**src/rtl/mpsoc_pkg.sv**
```systemverilog
// Shared MPSoC bus encodings (AHB-Lite transfer, size, burst and response codes).
package mpsoc_pkg;

    typedef enum logic [1:0] {
        HTRANS_IDLE   = 2'b00,
        HTRANS_BUSY   = 2'b01,
        HTRANS_NONSEQ = 2'b10,
        HTRANS_SEQ    = 2'b11
    } htrans_e;

    typedef enum logic [2:0] {
        HSIZE_BYTE  = 3'b000,
        HSIZE_HWORD = 3'b001,
        HSIZE_WORD  = 3'b010,
        HSIZE_DWORD = 3'b011
    } hsize_e;

    typedef enum logic [2:0] {
        HBURST_SINGLE = 3'b000,
        HBURST_INCR   = 3'b001,
        HBURST_WRAP4  = 3'b010,
        HBURST_INCR4  = 3'b011
    } hburst_e;

    typedef enum logic {
        HRESP_OKAY  = 1'b0,
        HRESP_ERROR = 1'b1
    } hresp_e;

endpackage

```
**src/rtl/mpsoc_wb2ahb_bridge_pkg.sv**
```systemverilog
// Bridge-private types: FSM state and the fixed protection attribute it drives.
package mpsoc_wb2ahb_bridge_pkg;

    typedef enum logic [1:0] {
        ST_IDLE = 2'b00,
        ST_ADDR = 2'b01,
        ST_DATA = 2'b10,
        ST_RESP = 2'b11
    } state_e;

    // Privileged data access, non-bufferable, non-cacheable.
    localparam logic [3:0] HPROT_DATA_PRIV = 4'b0011;

endpackage

```
**src/rtl/mpsoc_wb2ahb_bridge_if.sv**
```systemverilog
// Wishbone classic slave port plus AHB-Lite master port of the bridge.
// slave: the bridge's view; master: the Wishbone requester and AHB target side.
interface mpsoc_wb2ahb_bridge_if #(
    parameter int HADDR_SIZE = 64,
    parameter int HDATA_SIZE = 32
);
    localparam int BE_SIZE = HDATA_SIZE / 8;

    logic                  wb_cyc_i;
    logic                  wb_stb_i;
    logic                  wb_we_i;
    logic [HADDR_SIZE-1:0] wb_adr_i;
    logic [HDATA_SIZE-1:0] wb_dat_i;
    logic [BE_SIZE-1:0]    wb_sel_i;
    logic [HDATA_SIZE-1:0] wb_dat_o;
    logic                  wb_ack_o;
    logic                  wb_err_o;

    logic                  HSEL;
    logic                  HWRITE;
    logic                  HMASTLOCK;
    logic [HADDR_SIZE-1:0] HADDR;
    logic [HDATA_SIZE-1:0] HWDATA;
    logic [2:0]            HSIZE;
    logic [2:0]            HBURST;
    logic [3:0]            HPROT;
    logic [1:0]            HTRANS;
    logic [HDATA_SIZE-1:0] HRDATA;
    logic                  HREADY;
    logic                  HRESP;

    modport slave (
        input  wb_cyc_i, wb_stb_i, wb_we_i, wb_adr_i, wb_dat_i, wb_sel_i,
        output wb_dat_o, wb_ack_o, wb_err_o,
        output HSEL, HWRITE, HMASTLOCK, HADDR, HWDATA, HSIZE, HBURST, HPROT, HTRANS,
        input  HRDATA, HREADY, HRESP
    );

    modport master (
        output wb_cyc_i, wb_stb_i, wb_we_i, wb_adr_i, wb_dat_i, wb_sel_i,
        input  wb_dat_o, wb_ack_o, wb_err_o,
        input  HSEL, HWRITE, HMASTLOCK, HADDR, HWDATA, HSIZE, HBURST, HPROT, HTRANS,
        output HRDATA, HREADY, HRESP
    );

endinterface

```
**src/rtl/mpsoc_wb2ahb_sel_decode.sv**
```systemverilog
// Byte-select decode: legal selects are a naturally aligned power-of-two run of ones.
module mpsoc_wb2ahb_sel_decode
    import mpsoc_pkg::*;
#(
    parameter int BE_SIZE = 4,
    parameter int OFF_W   = $clog2(BE_SIZE)
) (
    input  logic [BE_SIZE-1:0] sel,
    output hsize_e             size,
    output logic [OFF_W-1:0]   offset,
    output logic               illegal
);

    logic [3:0]         lo_s;
    logic [3:0]         cnt_s;
    logic               found_s;
    logic [BE_SIZE-1:0] mask_s;
    hsize_e             size_s;
    logic               size_ok_s;
    logic               aligned_s;

    // Lowest set index and population count of the select vector.
    always_comb begin
        lo_s    = 4'd0;
        cnt_s   = 4'd0;
        found_s = 1'b0;
        for (int i = 0; i < BE_SIZE; i++) begin
            lo_s    = (sel[i] && !found_s) ? 4'(i) : lo_s;
            found_s = found_s | sel[i];
            cnt_s   = cnt_s + {3'd0, sel[i]};
        end
    end

    // Contiguous run implied by lo/cnt; equals sel only when sel has no holes.
    always_comb begin
        mask_s = {BE_SIZE{1'b0}};
        for (int i = 0; i < BE_SIZE; i++) begin
            mask_s[i] = (4'(i) >= lo_s) && (4'(i) < (lo_s + cnt_s));
        end
    end

    // Map the byte count onto a transfer size.
    always_comb begin
        size_s    = HSIZE_BYTE;
        size_ok_s = 1'b1;
        case (cnt_s)
            4'd1:    size_s = HSIZE_BYTE;
            4'd2:    size_s = HSIZE_HWORD;
            4'd4:    size_s = HSIZE_WORD;
            4'd8:    size_s = HSIZE_DWORD;
            default: begin
                size_s    = HSIZE_BYTE;
                size_ok_s = 1'b0;
            end
        endcase
    end

    assign aligned_s = ((lo_s & (cnt_s - 4'd1)) == 4'd0);
    assign illegal   = ~(size_ok_s & (mask_s == sel) & aligned_s);
    assign size      = size_s;
    assign offset    = lo_s[OFF_W-1:0];

endmodule

```
**src/rtl/mpsoc_wb2ahb_bridge.sv**
```systemverilog
// Wishbone classic slave to AHB-Lite single-transfer master, one transfer in flight.
module mpsoc_wb2ahb_bridge
    import mpsoc_pkg::*;
    import mpsoc_wb2ahb_bridge_pkg::*;
#(
    parameter int HADDR_SIZE = 64,
    parameter int HDATA_SIZE = 32
) (
    input logic                  HCLK,
    input logic                  HRESET,
    mpsoc_wb2ahb_bridge_if.slave bus
);

    localparam int BE_SIZE = HDATA_SIZE / 8;
    localparam int OFF_W   = $clog2(BE_SIZE);

    state_e                state_r, next_state_s;
    logic                  hsel_r, hsel_s;
    logic                  hwrite_r, hwrite_s;
    logic [HADDR_SIZE-1:0] haddr_r, haddr_s;
    logic [HDATA_SIZE-1:0] hwdata_r, hwdata_s;
    logic [HDATA_SIZE-1:0] wdat_r, wdat_s;
    hsize_e                hsize_r, hsize_s;
    htrans_e               htrans_r, htrans_s;
    logic                  ack_r, ack_s;
    logic                  err_r, err_s;
    logic [HDATA_SIZE-1:0] dat_r, dat_s;
    logic                  cyc_lost_r, cyc_lost_s;

    hsize_e                dec_size_s;
    logic [OFF_W-1:0]      dec_offset_s;
    logic                  dec_illegal_s;
    logic                  req_s;
    logic                  lost_s;
    logic                  unused_adr_s;

    mpsoc_wb2ahb_sel_decode #(
        .BE_SIZE (BE_SIZE)
    ) u_sel_decode (
        .sel     (bus.wb_sel_i),
        .size    (dec_size_s),
        .offset  (dec_offset_s),
        .illegal (dec_illegal_s)
    );

    assign req_s        = bus.wb_cyc_i & bus.wb_stb_i;
    // A requester that drops cyc mid-transfer no longer wants a termination.
    assign lost_s       = cyc_lost_r | ~bus.wb_cyc_i;
    assign unused_adr_s = ^bus.wb_adr_i[OFF_W-1:0];

    // FSM state register.
    always_ff @(posedge HCLK or posedge HRESET) begin
        if (HRESET) begin
            state_r <= ST_IDLE;
        end else begin
            state_r <= next_state_s;
        end
    end

    // FSM next-state logic.
    always_comb begin
        next_state_s = state_r;
        case (state_r)
            ST_IDLE: begin
                if (req_s && dec_illegal_s) begin
                    next_state_s = ST_RESP;
                end else if (req_s) begin
                    next_state_s = ST_ADDR;
                end else begin
                    next_state_s = ST_IDLE;
                end
            end
            ST_ADDR: begin
                if (bus.HREADY) begin
                    next_state_s = ST_DATA;
                end else begin
                    next_state_s = ST_ADDR;
                end
            end
            ST_DATA: begin
                if (bus.HREADY && lost_s) begin
                    next_state_s = ST_IDLE;
                end else if (bus.HREADY) begin
                    next_state_s = ST_RESP;
                end else begin
                    next_state_s = ST_DATA;
                end
            end
            ST_RESP: next_state_s = ST_IDLE;
            default: next_state_s = ST_IDLE;
        endcase
    end

    // FSM output logic: next values of the registered bus outputs.
    always_comb begin
        hsel_s     = 1'b0;
        htrans_s   = HTRANS_IDLE;
        hwrite_s   = hwrite_r;
        haddr_s    = haddr_r;
        hsize_s    = hsize_r;
        hwdata_s   = hwdata_r;
        wdat_s     = wdat_r;
        dat_s      = dat_r;
        cyc_lost_s = cyc_lost_r;
        ack_s      = 1'b0;
        err_s      = 1'b0;
        if (next_state_s == ST_ADDR) begin
            hsel_s   = 1'b1;
            htrans_s = HTRANS_NONSEQ;
        end else begin
            hsel_s   = 1'b0;
            htrans_s = HTRANS_IDLE;
        end
        case (state_r)
            ST_IDLE: begin
                if (next_state_s == ST_ADDR) begin
                    haddr_s    = {bus.wb_adr_i[HADDR_SIZE-1:OFF_W], dec_offset_s};
                    hsize_s    = dec_size_s;
                    hwrite_s   = bus.wb_we_i;
                    wdat_s     = bus.wb_dat_i;
                    cyc_lost_s = 1'b0;
                end else begin
                    err_s = (next_state_s == ST_RESP);
                end
            end
            ST_ADDR: begin
                cyc_lost_s = lost_s;
                if (next_state_s == ST_DATA) begin
                    hwdata_s = wdat_r;
                end else begin
                    hwdata_s = hwdata_r;
                end
            end
            ST_DATA: begin
                cyc_lost_s = lost_s;
                if (next_state_s == ST_RESP) begin
                    ack_s = (bus.HRESP == HRESP_OKAY);
                    err_s = (bus.HRESP == HRESP_ERROR);
                    dat_s = hwrite_r ? dat_r : bus.HRDATA;
                end else begin
                    dat_s = dat_r;
                end
            end
            ST_RESP: cyc_lost_s = cyc_lost_r;
            default: cyc_lost_s = cyc_lost_r;
        endcase
    end

    // Output and request registers.
    always_ff @(posedge HCLK or posedge HRESET) begin
        if (HRESET) begin
            hsel_r     <= 1'b0;
            htrans_r   <= HTRANS_IDLE;
            hwrite_r   <= 1'b0;
            haddr_r    <= {HADDR_SIZE{1'b0}};
            hsize_r    <= HSIZE_BYTE;
            hwdata_r   <= {HDATA_SIZE{1'b0}};
            wdat_r     <= {HDATA_SIZE{1'b0}};
            dat_r      <= {HDATA_SIZE{1'b0}};
            ack_r      <= 1'b0;
            err_r      <= 1'b0;
            cyc_lost_r <= 1'b0;
        end else begin
            hsel_r     <= hsel_s;
            htrans_r   <= htrans_s;
            hwrite_r   <= hwrite_s;
            haddr_r    <= haddr_s;
            hsize_r    <= hsize_s;
            hwdata_r   <= hwdata_s;
            wdat_r     <= wdat_s;
            dat_r      <= dat_s;
            ack_r      <= ack_s;
            err_r      <= err_s;
            cyc_lost_r <= cyc_lost_s;
        end
    end

    assign bus.HSEL      = hsel_r;
    assign bus.HTRANS    = htrans_r;
    assign bus.HWRITE    = hwrite_r;
    assign bus.HADDR     = haddr_r;
    assign bus.HSIZE     = hsize_r;
    assign bus.HWDATA    = hwdata_r;
    assign bus.HBURST    = HBURST_SINGLE;
    assign bus.HPROT     = HPROT_DATA_PRIV;
    assign bus.HMASTLOCK = 1'b0;
    assign bus.wb_dat_o  = dat_r;
    assign bus.wb_ack_o  = ack_r;
    assign bus.wb_err_o  = err_r;

endmodule

```
**src/flat_wrapper.sv**
```systemverilog
// flat-port wrapper written by rule: the top's interface ports become plain ports
module mpsoc_wb2ahb_bridge_flat import mpsoc_pkg::*; import mpsoc_wb2ahb_bridge_pkg::*;
#(
    parameter int HADDR_SIZE = 64,
    parameter int HDATA_SIZE = 32
)
  (HCLK, HRESET, bus_wb_cyc_i, bus_wb_stb_i, bus_wb_we_i, bus_wb_adr_i, bus_wb_dat_i, bus_wb_sel_i, bus_wb_dat_o, bus_wb_ack_o, bus_wb_err_o, bus_HSEL, bus_HWRITE, bus_HMASTLOCK, bus_HADDR, bus_HWDATA, bus_HSIZE, bus_HBURST, bus_HPROT, bus_HTRANS, bus_HRDATA, bus_HREADY, bus_HRESP);
  mpsoc_wb2ahb_bridge_if #(.HADDR_SIZE(HADDR_SIZE), .HDATA_SIZE(HDATA_SIZE)) bus_i ();
  input logic HCLK;
  input logic HRESET;
  input wire logic [$bits(bus_i.wb_cyc_i)-1:0] bus_wb_cyc_i;
  input wire logic [$bits(bus_i.wb_stb_i)-1:0] bus_wb_stb_i;
  input wire logic [$bits(bus_i.wb_we_i)-1:0] bus_wb_we_i;
  input wire logic [$bits(bus_i.wb_adr_i)-1:0] bus_wb_adr_i;
  input wire logic [$bits(bus_i.wb_dat_i)-1:0] bus_wb_dat_i;
  input wire logic [$bits(bus_i.wb_sel_i)-1:0] bus_wb_sel_i;
  output wire logic [$bits(bus_i.wb_dat_o)-1:0] bus_wb_dat_o;
  output wire logic [$bits(bus_i.wb_ack_o)-1:0] bus_wb_ack_o;
  output wire logic [$bits(bus_i.wb_err_o)-1:0] bus_wb_err_o;
  output wire logic [$bits(bus_i.HSEL)-1:0] bus_HSEL;
  output wire logic [$bits(bus_i.HWRITE)-1:0] bus_HWRITE;
  output wire logic [$bits(bus_i.HMASTLOCK)-1:0] bus_HMASTLOCK;
  output wire logic [$bits(bus_i.HADDR)-1:0] bus_HADDR;
  output wire logic [$bits(bus_i.HWDATA)-1:0] bus_HWDATA;
  output wire logic [$bits(bus_i.HSIZE)-1:0] bus_HSIZE;
  output wire logic [$bits(bus_i.HBURST)-1:0] bus_HBURST;
  output wire logic [$bits(bus_i.HPROT)-1:0] bus_HPROT;
  output wire logic [$bits(bus_i.HTRANS)-1:0] bus_HTRANS;
  input wire logic [$bits(bus_i.HRDATA)-1:0] bus_HRDATA;
  input wire logic [$bits(bus_i.HREADY)-1:0] bus_HREADY;
  input wire logic [$bits(bus_i.HRESP)-1:0] bus_HRESP;
  assign bus_i.wb_cyc_i = bus_wb_cyc_i;
  assign bus_i.wb_stb_i = bus_wb_stb_i;
  assign bus_i.wb_we_i = bus_wb_we_i;
  assign bus_i.wb_adr_i = bus_wb_adr_i;
  assign bus_i.wb_dat_i = bus_wb_dat_i;
  assign bus_i.wb_sel_i = bus_wb_sel_i;
  assign bus_wb_dat_o = bus_i.wb_dat_o;
  assign bus_wb_ack_o = bus_i.wb_ack_o;
  assign bus_wb_err_o = bus_i.wb_err_o;
  assign bus_HSEL = bus_i.HSEL;
  assign bus_HWRITE = bus_i.HWRITE;
  assign bus_HMASTLOCK = bus_i.HMASTLOCK;
  assign bus_HADDR = bus_i.HADDR;
  assign bus_HWDATA = bus_i.HWDATA;
  assign bus_HSIZE = bus_i.HSIZE;
  assign bus_HBURST = bus_i.HBURST;
  assign bus_HPROT = bus_i.HPROT;
  assign bus_HTRANS = bus_i.HTRANS;
  assign bus_i.HRDATA = bus_HRDATA;
  assign bus_i.HREADY = bus_HREADY;
  assign bus_i.HRESP = bus_HRESP;
  mpsoc_wb2ahb_bridge #(.HADDR_SIZE(HADDR_SIZE), .HDATA_SIZE(HDATA_SIZE)) u_core (.HCLK(HCLK), .HRESET(HRESET), .bus(bus_i));
endmodule
```
**config.mk**
```make
export PLATFORM = sky130hd
export DESIGN_NAME = mpsoc_wb2ahb_bridge_flat
export DESIGN_NICKNAME = d
export VERILOG_FILES = /design/src/rtl/mpsoc_pkg.sv /design/src/rtl/mpsoc_wb2ahb_bridge_pkg.sv /design/src/rtl/mpsoc_wb2ahb_bridge_if.sv /design/src/rtl/mpsoc_wb2ahb_sel_decode.sv /design/src/rtl/mpsoc_wb2ahb_bridge.sv /design/src/flat_wrapper.sv
export SDC_FILE = /design/constraint.sdc
export NUM_CORES = 1
export LEC_CHECK = 0
export BUFFER_PORTS_ARGS = -buffer_cell sky130_fd_sc_hd__buf_2
export CORE_ASPECT_RATIO = 0.75
export CORE_UTILIZATION = 40
export DETAILED_ROUTE_END_ITERATION = 10
export GPL_TIMING_DRIVEN = 1
export HOLD_SLACK_MARGIN = 0.08
export PLACE_DENSITY = 0.67
export SETUP_SLACK_MARGIN = 0.4
export SLEW_MARGIN = 20
export SYNTH_ARGS = -nofsm -noshare
export SYNTH_HDL_FRONTEND = slang
export SYNTH_SLANG_ARGS = --single-unit
export TNS_END_PERCENT = 30
```
**constraint.sdc**
```tcl
create_clock -name HCLK -period 6.55 [get_ports HCLK]
set_input_delay 1.31 -clock HCLK [delete_from_list [all_inputs] [get_ports HCLK]]
set_output_delay 1.31 -clock HCLK [all_outputs]
set_load 0.03 [all_outputs]
```
# [Word-level counts from Yosys, hierarchy flattened]
# Cells that the tools add are included.
[op_classes] bitwise=12 n_lt_le_gt_ge=8 n_reduce_logical=20 n_mux=20 eq_ne=12 n_addsub=5
[op_table] cell="$mux 2" count=6
[op_table] cell="$mux 1" count=10
[op_table] cell="$logic_and 1x1->1" count=9
[op_table] cell="$eq 2x2->1 const B" count=4
[op_table] cell="$lt 1x4->1 const A" count=2
[op_table] cell="$lt 2x4->1 const A" count=2
[op_table] cell="$pmux 2 s4" count=1
[op_table] cell="$pmux 2 s3" count=1
[op_table] cell="$reduce_and 2->1" count=3
[op_table] cell="$not 1->1" count=5
[op_table] cell="$add 2x4->4" count=1
[op_table] cell="$add 3x1->4" count=1
[op_table] cell="$and 2x4->4" count=1
[op_table] cell="$eq 2x1->1 const B" count=2
[op_table] cell="$eq 4x1->1 const B" count=1
[op_table] cell="$eq 4x2->1 const B" count=1
[op_table] cell="$eq 4x3->1 const B" count=1
[op_table] cell="$eq 4x4->1" count=1
[op_table] cell="$eq 4x4->1 const B" count=1
[op_table] cell="$ge 1x2->1 const A" count=2
[op_table] cell="$ge 2x2->1 const A" count=2
[op_table] cell="$logic_not 4->1" count=1
[op_table] cell="$pmux 1 s2" count=2
[op_table] cell="$reduce_or 4->1" count=1
[op_table] cell="10 further kinds" count=16
[word_totals] ff_bits=172 elab_cells=89 out_inout_bits=145 input_bits=139

# [Logic depth before layout (Yosys ltp)]
[logic_depth] word_depth=18 ltp_mapped=15 mapped_depth_nobuf=13

# [By module]
# Synthesis repeated with hierarchy kept, for this count alone.
[hier_totals] hier_cells=442 hier_area_um2=7415.9
[by_module_without_submodules] mod="mpsoc_wb2ahb_bridge" instances=1 seq_area_each_um2=4254.1 area_each_um2=7091.8 cells_each=402
[by_module_without_submodules] mod="mpsoc_wb2ahb_sel_decode" instances=1 seq_area_each_um2=0.0 area_each_um2=324.1 cells_each=40

# [Worst setup path before layout]
# No wires, ideal clock.
[synth_timing] path_type="input-to-reg" from="input bus_wb_sel_i[0]" to="register u_core.hsize_r[0] (netlist: u_core.bus.HSIZE[0])" arrival_ns=4.475 n_path_buf=2 path_slack_ns=1.947 path_stages=13 setup_ns=0.127 path_cell_list="fa_1 ha_1 ha_1 fa_1 nor2b_2 a31oi_2 xor2_1 nor4_2 nand2_1 nor2_2 buf_4 buf_6 mux2_1"
[synth_via] elab_chain_cells=17 elab_cells_between_ends=46 classes_between="add/sub (5); order compare (8); eq/ne (6); mux (7); bitwise (6); reduce/logical (14)"
[synth_rtl] element="from (decl)" line_no="flat_wrapper.sv:16" rtl="input wire logic [$bits(bus_i.wb_sel_i)-1:0] bus_wb_sel_i;"
[synth_rtl] element="branches (longest 17 deep; another with $add 3x1->4)"
[synth_rtl] element="to (signal assigned)" line_no="mpsoc_wb2ahb_bridge.sv:168" rtl="hsize_r <= hsize_s;"
[synth_rtl] element="to (decl)" line_no="mpsoc_wb2ahb_bridge.sv:23" rtl="hsize_e hsize_r, hsize_s;"
# Several ways; the timed one is not identified.
# A chain may end at the register's enable or synchronous reset.

# [Worst setup path in the final report]
[layout_timing] from="input bus_wb_sel_i[0]" to="register u_core.haddr_r[11] (netlist: u_core.bus.HADDR[11])"
[layout_via] elab_chain_cells=17 elab_cells_between_ends=45 classes_between="add/sub (5); order compare (8); eq/ne (6); mux (6); bitwise (6); reduce/logical (14)"
[layout_rtl] element="branches (longest 10 deep; another with $add 3x1->4)"
[layout_rtl] element="$and 1x1->1 (*)" line_no="mpsoc_wb2ahb_sel_decode.sv:59" rtl="assign illegal = ~(size_ok_s & (mask_s == sel) & aligned_s);"
[layout_rtl] element="$not 1->1 (*)" line_no="mpsoc_wb2ahb_sel_decode.sv:59"
[layout_rtl] element="$logic_and 1x1->1 (*)" line_no="mpsoc_wb2ahb_bridge.sv:65" rtl="if (req_s && dec_illegal_s) begin"
[layout_rtl] element="$mux 2 (*)" line_no="mpsoc_wb2ahb_bridge.sv:65"
[layout_rtl] element="$pmux 2 s4 (*)" line_no="mpsoc_wb2ahb_bridge.sv:63" rtl="case (state_r)"
[layout_rtl] element="$eq 2x1->1 (*)" line_no="mpsoc_wb2ahb_bridge.sv:116" rtl="if (next_state_s == ST_ADDR) begin"
[layout_rtl] element="$reduce_and 2->1 (no source line) (*)"
[layout_rtl] element="to (signal assigned)" line_no="mpsoc_wb2ahb_bridge.sv:155" rtl="haddr_r <= {HADDR_SIZE{1'b0}};"
[layout_rtl] element="to (signal assigned)" line_no="mpsoc_wb2ahb_bridge.sv:167" rtl="haddr_r <= haddr_s;"
[layout_rtl] element="to (decl)" line_no="mpsoc_wb2ahb_bridge.sv:20" rtl="logic [HADDR_SIZE-1:0] haddr_r, haddr_s;"
# Mark *: on every way between the ends.

==> flow_summary_export.csv <==
group,metric,value,unit
power,power,0.00375,W
power,p_leak,5.06,nW
clocking,cts.sinks,169,
clocking,post-cts-setup-buffers,0,
synth,synth-seq-area-share,60.2,%
floorplanning,initial_core_util,41.4,%
setup_path,end_kind,"flip-flop",
power,irDropWorstVdd,0.202,mV
route,drc,0,
sta,setup_viol,0,
setup_path,cp-startpoint,"bus_wb_sel_i[0]",
synth,synthArstFlopShare,100,%
global_routing,grt_antenna_before_repair,1,
global_routing,grt_max_degree,106,
floorplanning,fp.dieW,155,µm
setup_path,worst-endpoint-required,6.85,ns
worst_hold_path,hold_class,"flip-flop to flip-flop",
sta,tightest_slew,0.981,ns
clocking,cts_tree,"done",
synth,synth_flop_cell,"dfrtp_1",
sta,drv_slew,0,
route,vias,4515,
route,drt_iter0_drc,227,
flow_run,maxCapViolations,0,
setup_path,critPathLaunchType,"primary input",
setup_path,critPathMaxFanout,56,
clocking,path_clk_slew,0.07,ns
route,avgRoutedWirePerCell,15.3,µm
place,dp_slack,1.26,ns
setup_path,cp.arrival,5.12,ns
synth,netlist_instances,445,
sta,fmax,207,MHz
synth,yosys_warnings,0,
final_layout,drive_gt1_share,64.0,%
floorplanning,dieArea,0.0181,mm²
synth,ys_types,42,
sta,hold_viol,0,
clocking,root_buffer,"clkbuf_16",
floorplanning,die-height,117,µm
route,ant_nets,0,
synth,synth_edf_count,0,
worst_hold_path,hp-start,"u_core.bus.HSIZE[0]",
sta,rsz0062_at_grt,"no",
route,viasPerCell,4.66,
global_routing,overflow,0,
clocking,clk_latency,0.41,ns
clocking,clockBufferDepth,2,
synth,ys_seq_elements,169,
setup_path,crit_type,"primary input to flip-flop",
clocking,hold_buffers,0,
global_routing,grt_pass1_wl,23000,µm
final_layout,area_growth,30.0,%
sta,hold-worst-slack,0.486,ns
sta,fin_skew,0.00858,ns
synth,synth_area,0.00702,mm²
sta,fin_crit_sh,73.6,%
clocking,cts_inserted_buffers,17,
floorplanning,core_area,0.0170,mm²
clocking,cts-resized-gates,0,
global_routing,grt_pass1_vias,4573,
setup_path,timing.rr.start,"u_core.state_r[0]",
global_routing,grt_use_total,16.4,%
clocking,cts-htree-levels,4,
sta,post-route-min-period,4.82,ns
route,routed_wirelength,14800,µm
sta,fin_ws,1.73,ns
setup_path,ff2ff_setup_slack,3.84,ns
sta,fin_setup_tns,0,ns
place,gp_congestion,0.789,
sta,slew_headroom,34.6,%
place,hpwl,10700,µm
place,portBuffers,271,
route,drt-pass1-iter-count,4,
final_layout,nNetsFinal,873,
floorplanning,io_pins,284,
final_layout,fill_cells,1400,
status,outcome,"completed",
synth,synth.avg_cell_area,15.8,µm²
floorplanning,rows,41,
power,power_density,410,mW/mm²
[kinds of logic after synthesis]
logic type	after synthesis	share of synthesized area, %
AND/OR/NAND/NOR	35	2.78
adder cells (fa/ha/maj)	16	3.06
multiplexers	166	28.1
flip-flops	169	60.2
other	2	0.107
AO/OA/AOI/OAI	17	1.57
buffers and inverters	38	3.87
XOR/XNOR	2	0.249
[path summary, 6_finish.rpt]
path / to / cells past startpoint
worst max-delay path: u_core.bus.HADDR[11] / 13
worst min register to register: u_core.bus.HSIZE[0] / 1
max in group asynchronous: u_core.bus.HWDATA[5] / 3
min in group asynchronous: u_core.bus.HADDR[29] / 2
worst min-delay path: u_core.bus.HSIZE[0] / 1
worst max register to register: u_core.bus.HADDR[11] / 8
[worst max-delay path, stage by stage]
cell and delay (ns):
buf_2 0.14, fa_1 0.48, ha_1 0.20, ha_1 0.35, fa_1 0.45, nor2b_2 0.17
a31oi_2 0.25, xor2_1 0.12, nor4_2 0.32, nand2_1 0.14, nor2_4 0.13, buf_4 0.59
mux2_2 0.42
[cell usage in the layout, fill, tap and decap left out, types with 4 or more instances in the layout]
cell type,count
dfrtp_1,169
ha_1,14
inv_6,4
nor2_1,5
mux2i_1,4
clkbuf_16,17
nand2_1,10
clkinvlp_4,4
buf_4,4
conb_1,10
buf_2,271
a21oi_1,7
inv_1,8
mux2_2,123
mux2_1,9
mux2_4,30
[per-stage QoR]
step | cell area (µm²) | instances | util [%]
6_report | 9130 | 968 | 53.8
5_1_grt | 9130 | 968 | 53.8
4_1_cts | 9130 | 967 | 53.8
3_5_place_dp | 8520 | 935 | 50.2
3_3_place_gp | 8520 | 935 | 50.2
2_1_floorplan | 7050 | 453 | -
[synth_stat cells, types with 2 or more instances]
master | count | share of area (%)
dfrtp_1 | 169 | 60
mux2_2 | 123 | 20
mux2_4 | 30 | 6.4
ha_1 | 14 | 2.5
buf_4 | 12 | 1.3
nand2_1 | 10 | 0.53
inv_1 | 9 | 0.48
mux2_1 | 9 | 1.4
buf_2 | 8 | 0.57
a21oi_1 | 7 | 0.50
nor2_1 | 5 | 0.27
mux2i_1 | 4 | 0.57
buf_12 | 3 | 0.86
clkbuf_1 | 3 | 0.16
nor2b_1 | 3 | 0.27
nor3_1 | 3 | 0.21
o21ai_0 | 3 | 0.21
and3_1 | 2 | 0.18
buf_6 | 2 | 0.32
conb_1 | 2 | 0.11
fa_1 | 2 | 0.57
nand3_1 | 2 | 0.14
[flip-flops by register name, indices dropped and copies added, names as in the netlist]
| name | count |
|---|---|
| u_core.bus.HWDATA | 32 |
| u_core.bus.wb_ack_o | 1 |
| u_core.bus.HWRITE | 1 |
| u_core.wdat_r | 32 |
| u_core.cyc_lost_r | 1 |
| u_core.bus.HSIZE | 2 |
| u_core.bus.HTRANS | 1 |
| u_core.bus.HADDR | 64 |
| u_core.state_r | 2 |
| u_core.bus.wb_err_o | 1 |
| u_core.bus.wb_dat_o | 32 |
[metal layers]
layer	routed length (µm)	vias up	track usage (%)
met1	6350	2231	20.1
met5	0	-	0
met2	7030	184	26.5
li1	-	2090	-
met4	116	0	5.54
met3	1270	10	6.53
[final cells by class]
class	instances	area [µm²]	share of cell area [%]
multi-input combinational	246	2570	28.2
inverter	9	38.8	0.425
tap	236	295	3.23
timing repair buffer	275	1390	15.2
antenna	1	2.50	0.0274
clock inverter	12	163	1.78
sequential	169	4230	46.3
clock buffer	20	447	4.89
[report_power, final]
group | leakage, nW | internal [W] | switching, W
clock network | 0.286 | 0.000616 | 0.000409
registers | 2.28 | 0.00130 | 0.000124
logic | 2.50 | 0.000520 | 0.000782
total | 5.06 | 0.00243 | 0.00131
Note: power is estimated with default switching activity, not from simulation.
